`config.mk`:
```
export PLATFORM = sky130hd
export DESIGN_NAME = edge_detect_mc
export DESIGN_NICKNAME = d
export VERILOG_FILES = /design/src/rtl/edge_detect_mc_pkg.sv /design/src/rtl/edge_det_chan.sv /design/src/rtl/edge_detect_mc.sv
export SDC_FILE = /design/constraint.sdc
export NUM_CORES = 1
export LEC_CHECK = 0
export BUFFER_PORTS_ARGS = -buffer_cell sky130_fd_sc_hd__buf_4
export CORE_ASPECT_RATIO = 1.75
export CORE_MARGIN = 3
export CORE_UTILIZATION = 53
export CTS_CLUSTER_SIZE = 12
export DETAILED_ROUTE_END_ITERATION = 10
export PLACE_DENSITY = 0.79
export SYNTH_ARGS = -nofsm -noshare
export SYNTH_HDL_FRONTEND = slang
export SYNTH_SLANG_ARGS = --single-unit
```
`constraint.sdc`:
```
create_clock -name clk -period 3.5 [get_ports clk]
set_input_delay 0.525 -clock clk [delete_from_list [all_inputs] [get_ports clk]]
set_output_delay 0.525 -clock clk [all_outputs]
set_load 0.01 [all_outputs]
```
`src/rtl/edge_detect_mc_pkg.sv`:
```
// ---------------------------------------------------------------------------
// edge_detect_mc_pkg
// Shared definitions for the multi-channel edge detector:
//   - mode_t and the four edge-mode encodings (off / rising / falling / both)
//   - DEGLITCH_ENABLED, set by the optional macro EDGE_DETECT_MC_DEGLITCH_EN
//   - startup_threshold(): number of cycles after reset before detections
//     are allowed through (synchroniser depth, plus filter depth when the
//     deglitch filter is built, plus one cycle for the previous-level flop)
// ---------------------------------------------------------------------------
package edge_detect_mc_pkg;

  typedef logic [1:0] mode_t;

  localparam mode_t MODE_OFF  = 2'b00;
  localparam mode_t MODE_RISE = 2'b01;
  localparam mode_t MODE_FALL = 2'b10;
  localparam mode_t MODE_BOTH = 2'b11;

`ifdef EDGE_DETECT_MC_DEGLITCH_EN
  localparam bit DEGLITCH_ENABLED = 1'b1;
`else
  localparam bit DEGLITCH_ENABLED = 1'b0;
`endif

  function automatic int startup_threshold(input int sync_stages, input int deglitch_len);
    return sync_stages + 1 + (DEGLITCH_ENABLED ? deglitch_len : 0);
  endfunction

endpackage

```
`src/rtl/edge_det_chan.sv`:
```
// ---------------------------------------------------------------------------
// edge_det_chan
// One channel of the edge detector: synchroniser, optional deglitch filter
// (macro EDGE_DETECT_MC_DEGLITCH_EN), previous-level register, edge decode,
// registered event pulse, sticky flag and saturating event counter.
//
// Ports:
//   clk, rst     clock, asynchronous active-high reset
//   din          raw asynchronous level input
//   mode         edge mode (00 off, 01 rising, 10 falling, 11 both)
//   ready        start-up suppression finished (from top level)
//   sticky_clr   write-1-clear of the sticky flag
//   cnt_clr      synchronous counter clear
//   edge_pulse   one-cycle registered event pulse
//   sticky       latched event flag
//   evt_cnt      saturating event counter
// ---------------------------------------------------------------------------
module edge_det_chan
  import edge_detect_mc_pkg::*;
#(
  parameter int SYNC_STAGES  = 2,
  parameter int CNT_W        = 8
`ifdef EDGE_DETECT_MC_DEGLITCH_EN
  ,
  parameter int DEGLITCH_LEN = 3
`endif
) (
  input  logic             clk,
  input  logic             rst,
  input  logic             din,
  input  logic [1:0]       mode,
  input  logic             ready,
  input  logic             sticky_clr,
  input  logic             cnt_clr,
  output logic             edge_pulse,
  output logic             sticky,
  output logic [CNT_W-1:0] evt_cnt
);

  localparam logic [CNT_W-1:0] CNT_MAX = {CNT_W{1'b1}};
  localparam logic [CNT_W-1:0] CNT_ONE = CNT_W'(1'b1);

  logic [SYNC_STAGES-1:0] r_sync;
  logic                   w_sync_lvl;
  logic                   w_lvl;
  logic                   r_prev;
  mode_t                  w_mode;
  logic                   w_det;
  logic                   r_pulse;
  logic                   r_sticky;
  logic [CNT_W-1:0]       r_cnt;
  logic [CNT_W-1:0]       w_cnt_nxt;

  assign w_mode = mode;

  // Synchroniser shift chain; the last stage is the first usable level.
  always_ff @(posedge clk or posedge rst) begin
    if (rst) begin
      r_sync <= '0;
    end else begin
      r_sync <= {r_sync[SYNC_STAGES-2:0], din};
    end
  end

  assign w_sync_lvl = r_sync[SYNC_STAGES-1];

`ifdef EDGE_DETECT_MC_DEGLITCH_EN
  localparam int DG_W = (DEGLITCH_LEN < 1) ? 1 : $clog2(DEGLITCH_LEN + 1);

  logic [DG_W-1:0] r_dg_cnt;
  logic            r_flt;

  // Stability filter: a new level is accepted only after it has been seen
  // for DEGLITCH_LEN consecutive cycles; any return to the filtered level
  // restarts the count.
  always_ff @(posedge clk or posedge rst) begin
    if (rst) begin
      r_dg_cnt <= '0;
      r_flt    <= 1'b0;
    end else if (w_sync_lvl == r_flt) begin
      r_dg_cnt <= '0;
    end else if (r_dg_cnt == DG_W'(DEGLITCH_LEN - 1)) begin
      r_dg_cnt <= '0;
      r_flt    <= w_sync_lvl;
    end else begin
      r_dg_cnt <= r_dg_cnt + 1'b1;
    end
  end

  assign w_lvl = r_flt;
`else
  assign w_lvl = w_sync_lvl;
`endif

  // Previous level tracks every cycle, even in MODE_OFF, so a later mode
  // change never sees a stale level.
  always_ff @(posedge clk or posedge rst) begin
    if (rst) begin
      r_prev <= 1'b0;
    end else begin
      r_prev <= w_lvl;
    end
  end

  // Edge decode against the selected mode.
  always_comb begin
    w_det = 1'b0;
    case (w_mode)
      MODE_OFF:  w_det = 1'b0;
      MODE_RISE: w_det = w_lvl & ~r_prev;
      MODE_FALL: w_det = ~w_lvl & r_prev;
      MODE_BOTH: w_det = w_lvl ^ r_prev;
      default:   w_det = 1'b0;
    endcase
  end

  // Event pulse (gated by ready) and sticky flag; a set beats a clear.
  always_ff @(posedge clk or posedge rst) begin
    if (rst) begin
      r_pulse  <= 1'b0;
      r_sticky <= 1'b0;
    end else begin
      r_pulse  <= w_det & ready;
      r_sticky <= r_pulse | (r_sticky & ~sticky_clr);
    end
  end

  // Counter next value: clear with a coincident event yields one, and the
  // count saturates instead of wrapping.
  always_comb begin
    w_cnt_nxt = r_cnt;
    if (cnt_clr) begin
      w_cnt_nxt = r_pulse ? CNT_ONE : '0;
    end else if (r_pulse && (r_cnt != CNT_MAX)) begin
      w_cnt_nxt = r_cnt + CNT_ONE;
    end else begin
      w_cnt_nxt = r_cnt;
    end
  end

  // Counter register.
  always_ff @(posedge clk or posedge rst) begin
    if (rst) begin
      r_cnt <= '0;
    end else begin
      r_cnt <= w_cnt_nxt;
    end
  end

  assign edge_pulse = r_pulse;
  assign sticky     = r_sticky;
  assign evt_cnt    = r_cnt;

endmodule

```
`src/rtl/edge_detect_mc.sv`:
```
// ---------------------------------------------------------------------------
// edge_detect_mc
// Multi-channel edge detector for asynchronous level inputs. Holds the
// start-up suppression counter, the ready flag, the masked interrupt and
// the per-channel bus slicing; each channel is an edge_det_chan instance.
// Optional macro EDGE_DETECT_MC_DEGLITCH_EN adds a per-channel stability
// filter of DEGLITCH_LEN cycles and lengthens start-up suppression to match.
//
// Ports:
//   clk, rst     clock, asynchronous active-high reset
//   din          [CH]        raw asynchronous inputs
//   mode         [2*CH]      per-channel edge mode, channel i = [2i+1:2i]
//   sticky_clr   [CH]        write-1-clear of sticky flags
//   cnt_clr                  synchronous clear of all counters
//   irq_mask     [CH]        1 = channel contributes to irq
//   edge_pulse   [CH]        one-cycle pulse per detected edge
//   sticky       [CH]        latched event flags
//   evt_cnt      [CH*CNT_W]  per-channel saturating counters
//   irq                      registered OR of (sticky & irq_mask)
//   ready                    start-up suppression has ended
// ---------------------------------------------------------------------------
module edge_detect_mc
  import edge_detect_mc_pkg::*;
#(
  parameter int CH           = 4,
  parameter int SYNC_STAGES  = 2,
  parameter int CNT_W        = 8,
  parameter int DEGLITCH_LEN = 3
) (
  input  logic                clk,
  input  logic                rst,
  input  logic [CH-1:0]       din,
  input  logic [2*CH-1:0]     mode,
  input  logic [CH-1:0]       sticky_clr,
  input  logic                cnt_clr,
  input  logic [CH-1:0]       irq_mask,
  output logic [CH-1:0]       edge_pulse,
  output logic [CH-1:0]       sticky,
  output logic [CH*CNT_W-1:0] evt_cnt,
  output logic                irq,
  output logic                ready
);

  localparam int START_TH = startup_threshold(SYNC_STAGES, DEGLITCH_LEN);
  localparam int START_W  = $clog2(START_TH + 1);

  logic [START_W-1:0] r_start;
  logic [START_W-1:0] w_start_nxt;
  logic               r_ready;
  logic               r_irq;
  logic [CH-1:0]      w_pulse;
  logic [CH-1:0]      w_sticky;

  // Start-up count climbs to the threshold and then holds.
  always_comb begin
    if (r_start == START_W'(START_TH)) begin
      w_start_nxt = r_start;
    end else begin
      w_start_nxt = r_start + 1'b1;
    end
  end

  // Start-up counter and ready; ready rises on the edge the count lands on
  // the threshold, by which time the whole pipeline holds post-reset data.
  always_ff @(posedge clk or posedge rst) begin
    if (rst) begin
      r_start <= '0;
      r_ready <= 1'b0;
    end else begin
      r_start <= w_start_nxt;
      r_ready <= (w_start_nxt == START_W'(START_TH));
    end
  end

  // Masked interrupt, one cycle behind the sticky flags.
  always_ff @(posedge clk or posedge rst) begin
    if (rst) begin
      r_irq <= 1'b0;
    end else begin
      r_irq <= |(w_sticky & irq_mask);
    end
  end

  for (genvar g = 0; g < CH; g++) begin : g_chan
    edge_det_chan #(
      .SYNC_STAGES  (SYNC_STAGES),
      .CNT_W        (CNT_W)
`ifdef EDGE_DETECT_MC_DEGLITCH_EN
      ,
      .DEGLITCH_LEN (DEGLITCH_LEN)
`endif
    ) u_chan (
      .clk        (clk),
      .rst        (rst),
      .din        (din[g]),
      .mode       (mode[2*g +: 2]),
      .ready      (r_ready),
      .sticky_clr (sticky_clr[g]),
      .cnt_clr    (cnt_clr),
      .edge_pulse (w_pulse[g]),
      .sticky     (w_sticky[g]),
      .evt_cnt    (evt_cnt[CNT_W*g +: CNT_W])
    );
  end

  assign edge_pulse = w_pulse;
  assign sticky     = w_sticky;
  assign irq        = r_irq;
  assign ready      = r_ready;

endmodule

```
* Yosys cells after proc, flatten, opt, wreduce, memory -nomap -nowiden
Index checks and enable logic that the tools add are counted. W data, S select, Z words.
Operators by class: multiplexer cells 17, add/subtract/negate cells 5, bitwise operators 37, eq/ne operators 18, reduce and logical (&&, ||, !) cells 13
Operators by type and width (count):
- $mux W8 | 8
- $add A8 B1 Y8 const B | 4
- $ne A8 B8 Y1 const B | 4
- $eq A2 B2 Y1 const B | 10
- $and A1 B1 Y1 | 16
- $pmux W1 S4 | 4
- $not A1 Y1 | 12
- $eq A2 B1 Y1 const B | 4
- $logic_not A2 Y1 | 4
- $reduce_bool A2 Y1 | 4
- $and A4 B4 Y4 | 1
- $logic_and A1 B1 Y1 | 4
- $mux W1 | 4
- $or A1 B1 Y1 | 4
- $reduce_or A4 Y1 | 1
- $xor A1 B1 Y1 | 4
- $add A2 B1 Y2 const B | 1
- $mux W2 | 1
Word-level totals: output and inout bits 42, input bits 23, word-level logic and storage cells 113, flip-flop bits (word level) 56

* Logic depth before layout (Yosys ltp)
Gate-level depths: netlist of the first run.
depth in word-level cells 4, depth in mapped cells 5, mapped depth without buffers 5

* Cells and area by module
Synthesis of the first run repeated with hierarchy kept, for this count alone.
Second synthesis, totals: cells, all modules 283, area, all modules 2851.5 sq um
Modules (own cells, without submodules):
- edge_det_chan | seq. area each 325.3 sq um, cells an instance 68, area each 678.2 sq um, instances 4
- edge_detect_mc | seq. area each 100.1 sq um, cells an instance 11, area each 138.9 sq um, instances 1

* Worst setup path before layout of the first run
No wires, ideal clock.
kind register to register, start register g_chan[2].u_chan.r_cnt[0], end register g_chan[2].u_chan.r_cnt[5], cell stages (with the launch flop) 5, setup time 0.128 ns, data required time 3.372 ns, path buffers 0, arrival 1.458 ns, period minus slack after synthesis 1.586 ns, path slack 1.914 ns, path through dfrtp_1 ha_1 and3_1 a211oi_2 mux2_1
On the way: cells in the longest elaborated chain, start to end 3, elaborated cells between the ends (all ways) 6, classes of those cells add/sub (1); eq/ne (1); mux (2); reduce/logical (2)
Ends and longest elaborated chain:
- start, declared | line edge_det_chan.sv:51 | logic [CNT_W-1:0] r_cnt;
- start signal, assigned | line edge_det_chan.sv:146 | r_cnt <= w_cnt_nxt;
- $add A8 B1 Y8 / $ne A8 B8 Y1 (equally long branches) | line edge_det_chan.sv:135, edge_det_chan.sv:134
- $mux W8 / $logic_and A1 B1 Y1 (equally long branches) | line edge_det_chan.sv:134 | end else if (r_pulse && (r_cnt != CNT_MAX)) begin
- $mux W8 / $reduce_bool A2 Y1 (equally long branches)
Several ways; a longest one is shown, not always the timed one. The select of a mux whose other input is x is not followed. A chain may end at the register's enable or synchronous reset.

* Final worst setup path of the first run
Ends and elaborated chain as after synthesis.

==> summary.md, run 1 <==
After layout, the design draws a total of 1.21 mW. The tools report the starting density of the core as 0.555. The standard cell with the maximum stage delay on the critical path is dfrtp_1.

In this run the count of I/O pins placed on the die edge is 65. Kind of path behind the tightest hold check: in -> async. The run gives 0 as the post-CTS setup buffer count. The worst setup path is of the reg -> reg kind. Data on the critical path arrives at its endpoint at 1.85 ns. The die width was 61.0 µm.

The via count of the first global-routing pass was 2204; the total routing usage reported by global routing was 0.196. The cell area that synthesis handed to floorplanning was 2810 µm². The tools report the endpoint of the most critical register-to-register path as g_chan[2].u_chan.evt_cnt[5]. On the final layout, the worst clock skew is 0.00954 ns. The synthesis-to-layout area growth is 18.2%. Clock tree synthesis found a total of 56 sinks. Sorting the synthesized cells by area gives the leading types as dfrtp_1, ha_1, a21oi_1. The number of antenna violations at the first check in global routing was 0. Number of synthesized register bits: 56. The first TritonRoute pass finished after 4 iterations. For this run, the slowest stage of the critical path takes 0.45 ns. The share of the yosys chip area belonging to registers is 0.499. From bottom edge to top edge, the die measures 102 µm.

The level count of the clock H-tree is 2, and the clock transition time at the flip-flop clock pins of the worst setup and hold paths is 0.10 ns. The run gives 3.70 ns as the data required time of the critical path. Dividing the detail-routed wire length by the instance count gives 15.4 µm.

The library cells used most frequently in the layout, excluding fill and tap cells, are buf_4, dfrtp_1, a21oi_1, inv_1, nand2_1. The half-perimeter wire length after detailed placement was 4290 µm; the async set-reset flop share out of synthesis was 1.00. Once detail routing completed, the nets flagged for antenna violations numbered 0. The hold-fix buffer count after cts is 0, and the synthesized net count is 307. In the routed design, unresolved DRC markers number 0. In this run the power spent charging and discharging nets is 0.315 mW.

The signal on the critical path passes through ha_1 > and3_1 > a211oi_2 > mux2_1. The run gives 5810 µm as the detailed-route wire length. Among all flip-flop cells after synthesis, the most frequent one is dfrtp_1. The count of buffer and inverter cells on the critical path came out at 0. In the synthesized netlist, the number of instances is 272. The worst setup path is launched from a flop. The logs give 0.581 for the remaining max-slew budget at the tightest pin and 359 for the post-layout net count. Final RePlAce weighted congestion: 0.844.

The number of different library cells used by synthesis comes to 45. The insertion delay of the later-clocked pin in the worst-skew pair is 0.31 ns, and the maximum buffer depth of the clock tree is 2. The logs give 0.133 for the combinational share of power and 606 MHz for the achievable frequency.

Clock root buffer: clkbuf_8. Leaving out fill and tap cells, the most frequent cell in the layout is buf_4. The run finished with clean final reports. In the routed layout, each cell is associated on average with a via count of 6.05. The portion of total power attributed to sequential cells is 0.590.

Row generation in the floorplan step produced 34 rows. The clock period could shrink to 1.65 ns. For this run, the number of Yosys warnings is 0. The number of clock buffers inserted by TritonCTS was 5; the total negative setup slack was 0 ns. The first global-routing pass estimated 9470 µm of wire. The internal power is 0.895 mW.

The area fraction of the dominant cell type after synthesis came out at 0.499. The die covers 6250 µm². For this design the static power due to leakage is 1.59 nW. TritonCTS built the clock tree. The worst register-to-register path has a setup slack of 1.85 ns. The run gives 0.300 mV as the worst-case vdd ir drop.

After global routing the overflow that remains totals 0. The floorplan step defined a core boundary enclosing 5060 µm². The max-slew violation count came out at 0. Gates resized during post-CTS repair numbered 0. The average instance in the mapped netlist occupies 10.3 µm². 0 antenna diodes ended up in the layout.

The launch instance of the worst register-to-register path was g_chan[2].u_chan.evt_cnt[0]. The largest driver fanout on the critical path works out to 7. The clock network fraction of design power came out at 0.277.

Dominant delay contributor by cell family on the critical path: flip-flops. In this run, synthesis inferred 0 flip-flops with an integrated enable. The share of post-route cells with drive strength above 1 was 0.241; the total number of vias was 2287. Setup violations remaining at the end of the flow were counted as 0.

The cell type contributing the most total cell area after synthesis is dfrtp_1. For this block, the initial DRC count from the detailed router was 145. For the worst flop-to-flop path, the logic depth is 4.

Setup repair after global routing left no endpoint under its margin. The maximum number of pins on one net before global-route repair was 32; the switching power as a share of total power was 0.260. The logs give 0 for the number of failing hold endpoints at the final stage and 1.87 ns for the pre-CTS worst setup slack. Post-route fraction of the period consumed by the critical path: 0.472. Input and output buffers added on the ports amount to 64. For the number of max-cap violations, the log shows 0.

The power density over the cells was 364 nW/µm². The kind of capture point of the worst setup path is a flop. The worst setup slack after layout is 1.85 ns, and the transition at the pin with the smallest max-transition slack is 0.627 ns.
## cell families (layout without fill, tap and decap cells)
| logic type | count (synthesis) | in the layout | synth area share |
|---|---|---|---|
| multiplexers | 7 | 7 | 0.0263 |
| AND/OR/NAND/NOR | 92 | 92 | 0.196 |
| flip-flops | 56 | 56 | 0.499 |
| AO/OA/AOI/OAI | 66 | 66 | 0.156 |
| buffers and inverters | 39 | 91 | 0.0699 |
| adder cells (fa/ha/maj) | 12 | 12 | 0.0534 |
## metrics by stage
stage,instance area (µm²),instances,hold WS [ns],util
floorplan,2810,272,0.331,-
global placement,3240,371,0.335,0.640
detailed placement,3240,371,0.338,0.640
CTS,3320,378,0.309,0.656
global route,3320,378,0.302,0.656
finish,3320,378,0.296,0.656
## layer usage
metal / up-vias / global-route usage / share of wire
li1: 1083 / - / -
met3: 14 / 0.0442 / 0.045
met4: 0 / 0.0835 / 0.022
met1: 1129 / 0.212 / 0.38
met5: - / 0 / 0
met2: 61 / 0.352 / 0.55
## area by class of cell
class / count / area [µm²]
repair buffers: 65 / 488
clock inverters: 2 / 12.5
inverters: 19 / 71.3
clock buffers: 5 / 68.8
fillers: 425 / 1740
well taps: 54 / 67.6
multi-input cells: 177 / 1210
flip-flops and latches: 56 / 1400
## power groups by stage
stage                     combinational (mW)  clock [mW]  sequential [mW]
after floorplan                       0.0935           0            0.725
after global placement                 0.160           0            0.725
after detailed placement               0.165           0            0.727
after CTS                              0.165       0.346            0.714
after global routing                   0.180       0.367            0.721
final                                  0.161       0.336            0.714
## flip-flops by register name, summed over array words and instances (netlist names)
register and flops:
g_chan.u_chan.evt_cnt 32, ready 1, g_chan.u_chan.r_prev 4, g_chan.u_chan.sticky 4, g_chan.u_chan.edge_pulse 4, g_chan.u_chan.r_sync 8
r_start 2, irq 1
## how the worst max path moves through the flow
stage / start / to / slack (ns) / cells after the start
floorplan: rst / g_chan[0].u_chan.edge_pulse / 1.60 / 1
detailed placement: g_chan[2].u_chan.evt_cnt[0] / g_chan[2].u_chan.evt_cnt[5] / 1.87 / 4
finish: g_chan[2].u_chan.evt_cnt[0] / g_chan[2].u_chan.evt_cnt[5] / 1.85 / 4
global route: g_chan[3].u_chan.evt_cnt[0] / g_chan[3].u_chan.evt_cnt[5] / 1.69 / 4
global placement: g_chan[2].u_chan.evt_cnt[0] / g_chan[2].u_chan.evt_cnt[5] / 1.91 / 4
CTS: g_chan[2].u_chan.evt_cnt[0] / g_chan[2].u_chan.evt_cnt[5] / 1.85 / 4
## Yosys cell counts (2+ instances only)
library cell and n:
a311oi_1 4, nand4_1 11, and4_1 6, a31oi_1 7, and3_1 5, nor3b_1 6
nand3_1 9, clkbuf_1 3, a21oi_1 19, buf_4 9, o21ai_0 11, a211o_1 3
nand3b_1 4, buf_2 7, mux2i_1 4, nand2_1 15, nor2b_1 14, mux2_1 3
nor3_1 9, inv_1 19, a21boi_0 5, dfrtp_1 56, a22oi_1 2, a211oi_1 3
ha_1 12, o21bai_1 3, nor2_1 5
No activity file was read; power rests on OpenSTA's default activity.
==> inputs of run 2 (changes only) <==
--- a/config.mk
+++ b/config.mk
@@ -5,13 +5,14 @@
 export SDC_FILE = /design/constraint.sdc
 export NUM_CORES = 1
 export LEC_CHECK = 0
+export ABC_AREA = 1
 export BUFFER_PORTS_ARGS = -buffer_cell sky130_fd_sc_hd__buf_4
 export CORE_ASPECT_RATIO = 1.75
 export CORE_MARGIN = 3
-export CORE_UTILIZATION = 53
+export CORE_UTILIZATION = 49
 export CTS_CLUSTER_SIZE = 12
 export DETAILED_ROUTE_END_ITERATION = 10
-export PLACE_DENSITY = 0.79
+export PLACE_DENSITY = 0.76
 export SYNTH_ARGS = -nofsm -noshare
 export SYNTH_HDL_FRONTEND = slang
 export SYNTH_SLANG_ARGS = --single-unit
==> constraint.sdc (replaced) <==
create_clock -name clk -period 1.5 [get_ports clk]
set_input_delay 0.225 -clock clk [delete_from_list [all_inputs] [get_ports clk]]
set_output_delay 0.225 -clock clk [all_outputs]
set_load 0.01 [all_outputs]
==> summary.md, run 2 <==
For the arrival time at the worst endpoint, the log shows 1.59 ns (-0.26 ns). The tools report the I/O pin count as 65 (unchanged). For the placeable core region, the log shows 5630 µm² (+11%). The signal on the critical path passes through ha_4 > nand3_1 > nor2_2 > nand2_2 > nand3_1 > inv_1 > nand2_1 > nand2_1.

The worst register-to-register path ends at g_chan[2].u_chan.evt_cnt[6]. In this run the worst setup path terminates at g_chan[2].u_chan.evt_cnt[6]. The number of warning messages in the yosys log is 0 (unchanged), and the cell area after synthesis is 2880 µm² (+2.3%).

For the number of antenna violations at the first check in global routing, the log shows 0 (unchanged). For the level count of the clock H-tree, the log shows 2 (unchanged). Leaving out fill and tap cells, the most frequent cells in the layout are nand2_1, buf_4, dfrtp_1, nand3_1, inv_1. For the worst hold margin, the log shows 0.0282 ns (-0.268 ns). Transition at the pin with the smallest max-transition slack: 0.273 ns (-0.355 ns). The count of unique library cells instantiated by Yosys was 27 (-40%); the leakage power total was 1.95 nW (+22%). The tools report the number of endpoints failing setup at the final stage as 0 (unchanged). The async set-reset flop share out of synthesis was 1.00 (unchanged); the cell count of the worst reg-to-reg path was 8 (+4).

The logs give 37 (+16%) for the maximum number of pins on one net before global-route repair and 0 ns (unchanged) for the total negative setup slack. The biggest cell delay along the critical path is 0.46 ns (about the same). The most critical setup path has its startpoint at g_chan[2].u_chan.evt_cnt[0]. Compared with the post-synthesis result, the final layout area differs by 26.7%.

The register cell area after layout was 1400 µm² (unchanged). In this run the critical register-to-register path is launched from g_chan[2].u_chan.evt_cnt[0]. The run gives 6860 µm² (+9.8%) as the die area. The most frequent standard cell in the layout excluding fill and tap cells was nand2_1.

The flop-to-flop setup slack was 0.11 ns (-1.74 ns). The tools report the worst-case vdd ir drop as 0.687 mV (+130%). The tools report the count of TritonRoute iterations in the first routing pass as 4 (unchanged). Kind of capture point of the worst setup path: a flop. Clock transition time at the flip-flop clock pins of the worst setup and hold paths: 0.10 ns (about the same). The tools report the DRC violations left as 0 (unchanged).

The run gives 1.71 ns (-1.99 ns) as the data required time of the critical path. The area of the multi-input gates was 1280 µm² (+5.7%). The share of post-route cells with drive strength above 1 is 0.253 (+0.0122), and the number of enable flip-flop cells after synthesis is 0 (unchanged).

The run gives 6100 µm (+4.9%) as the detailed-route wire length. Number of max-cap violations: 0 (unchanged). The run gives 0 (unchanged) as the max-slew violation count. The kind of path behind the tightest hold check is in -> reg. Average size of a mapped cell: 8.29 µm² (-20%).

The post-detailed-route wirelength per cell came out at 12.2 µm (-21%). The flip-flop count of the largest register after layout was 32 (unchanged). Standard cell with the maximum stage delay on the critical path: dfrtp_1.

The area fraction of the dominant cell type after synthesis was 0.487 (-0.0113). The run gives 4690 µm (+9.2%) as the half-perimeter wire length after detailed placement. The flow ran to the end, and the final reports show no timing, DRC or antenna violations.

The clock net sink count was 56 (unchanged); the maximum buffer depth of the clock tree was 2 (unchanged). The count of input and output buffers is 64 (unchanged), and the gate count after technology mapping is 347 (+28%). The insertion delay of the later-clocked pin in the worst-skew pair is 0.30 ns (about the same).

The pre-CTS worst setup slack came out at 0.0462 ns (-1.82 ns). TritonCTS built the clock tree. The type of the setup path with the least slack was reg -> reg.

The run gives 488 (+15%) as the number of filler cells placed in the layout. The post-route fraction of the period consumed by the critical path was 0.925 (+0.453). For the number of clock buffers inserted by TritonCTS, the log shows 5 (unchanged). The total routing usage reported by global routing was 0.185 (-0.0108); the final standard cell utilization of the core was 0.647 (-0.00931).

The cell area after placement came out at 3480 µm² (+7.4%). The final RePlAce weighted congestion is 0.881 (+4.4%). For the synthesized net count, the log shows 382 (+24%). The global-route wire length before repair came out at 10200 µm (+7.8%). Counting instances in the post-synthesis netlist gives the leading cell types as nand2_1, dfrtp_1, nand3_1. The most common cell in the synthesized netlist is nand2_1.

The tools report the total global routing overflow as 0 (unchanged). Cell type contributing the most total cell area after synthesis: dfrtp_1. The worst setup path is launched from a flop. The largest driver fanout on the critical path was 4 (-3). The logs give 36 (+5.9%) for the cell row count and 0.818 (+0.237) for the remaining max-slew budget at the tightest pin. Overall die height: 107 µm (+4.9%).

The final clock skew is 0.0138 ns (+0.00423 ns). The tools report the achievable frequency as 721 MHz (+19%). The via count of the first global-routing pass came out at 2408 (+9.3%). Yosys attributes the largest share of cell area to dfrtp_1, nand2_1, nand3_1.

The minimum clock period is 1.39 ns (-0.264 ns), and the number of synthesized register bits is 56 (unchanged). The run gives 0.487 (-0.0113) as the share of the yosys chip area belonging to registers. The via count normalized by instance count is 4.94 (-18%), and the number of DRC markers in iteration 0 is 176 (+21%).

The most used flip-flop cell after synthesis was dfrtp_1. The total number of vias is 2467 (+7.9%), and the die width is 63.9 µm (+4.7%). For the diode insertion count for antenna repair, the log shows 0 (unchanged). The tools report the worst setup slack after layout as 0.113 ns (-1.74 ns).

The clock root buffer is clkbuf_8. The final instance area came out at 3640 µm² (+9.6%). The count of nets left with antenna violations after detail routing was 0 (unchanged). The post-layout net count came out at 457 (+27%). The starting density of the core came out at 0.511 (-0.0444). The number of failing hold endpoints at the final stage was 0 (unchanged); the power density over the cells was 821 nW/µm² (+130%).
[run 2: cell count changes after synthesis, moves of 7 or more]
cell	change
nand3_1	+27
a21oi_1	-12
xor2_1	+10
nor2_1	+26
a31oi_1	-7
inv_1	+16
nor2b_1	-14
nand2_1	+88
nor3_1	-8
nand4_1	-8
[run 2: how the worst min path moves through the flow]
stage	from	to	slack [ns]	cells past startpoint
finish	din[3]	g_chan[3].u_chan.r_sync[0]	0.03	1
CTS	din[1]	g_chan[1].u_chan.r_sync[0]	0.02	1
floorplan	din[0]	g_chan[0].u_chan.r_sync[0]	0.26	0
global route	din[1]	g_chan[1].u_chan.r_sync[0]	0.01	1
global placement	rst	g_chan[3].u_chan.r_sync[1]	0.30	3
detailed placement	rst	g_chan[3].u_chan.r_prev	0.30	3
[run 2: stage by stage]
| step | total power [mW] | std cells |
|---|---|---|
| CTS | 2.99 | 494 |
| floorplan | 1.95 | 347 |
| global placement | 2.15 | 485 |
| finish | 2.99 | 499 |
| global route | 3.15 | 499 |
| detailed placement | 2.17 | 485 |
[run 2: cells by family (layout without fill, tap and decap cells)]
kind of cell / after synthesis / count (layout) / share of synthesized area
AND/OR/NAND/NOR: 194 / 194 / 0.299
flip-flops: 56 / 56 / 0.487
buffers and inverters: 49 / 125 / 0.0757
AO/OA/AOI/OAI: 25 / 25 / 0.0527
adder cells (fa/ha/maj): 12 / 12 / 0.0522
XOR/XNOR: 11 / 11 / 0.0335
[run 2: cell type report]
cell class	count	area share
Sequential cell	56	0.385
Multi-Input combinational cell	242	0.352
Timing Repair Buffer	81	0.175
Inverter	36	0.0381
Tap cell	76	0.0261
Clock buffer	8	0.0247
[run 2: per-layer routing]
metal | routed length (µm) | GRT usage | share of wire
met1 | 2290 | 0.200 | 0.38
met2 | 3400 | 0.345 | 0.56
met3 | 319 | 0.0345 | 0.052
met4 | 92 | 0.0773 | 0.015
met5 | 0 | 0 | 0
[run 2: where the power goes]
part	total [mW]	switching [mW]	internal, mW
sequential	1.67	0.0783	1.59
combinational	0.498	0.252	0.246
clock	0.827	0.449	0.378
[run 2: worst max-delay path: cells and delay by family (launching register included)]
kind / cells / cell delay, ns
simple gates: 6 / 0.55
flops: 1 / 0.46
fa+ha+maj: 1 / 0.18
buf+inv: 1 / 0.10
[run 2: repair_timing]
item                       4_1_cts  5_1_grt
resized for setup                0        6
setup endpoints to repair        0       14
hold buffers                     1        0
setup buffers                    0        5
hold endpoints to repair        36        0
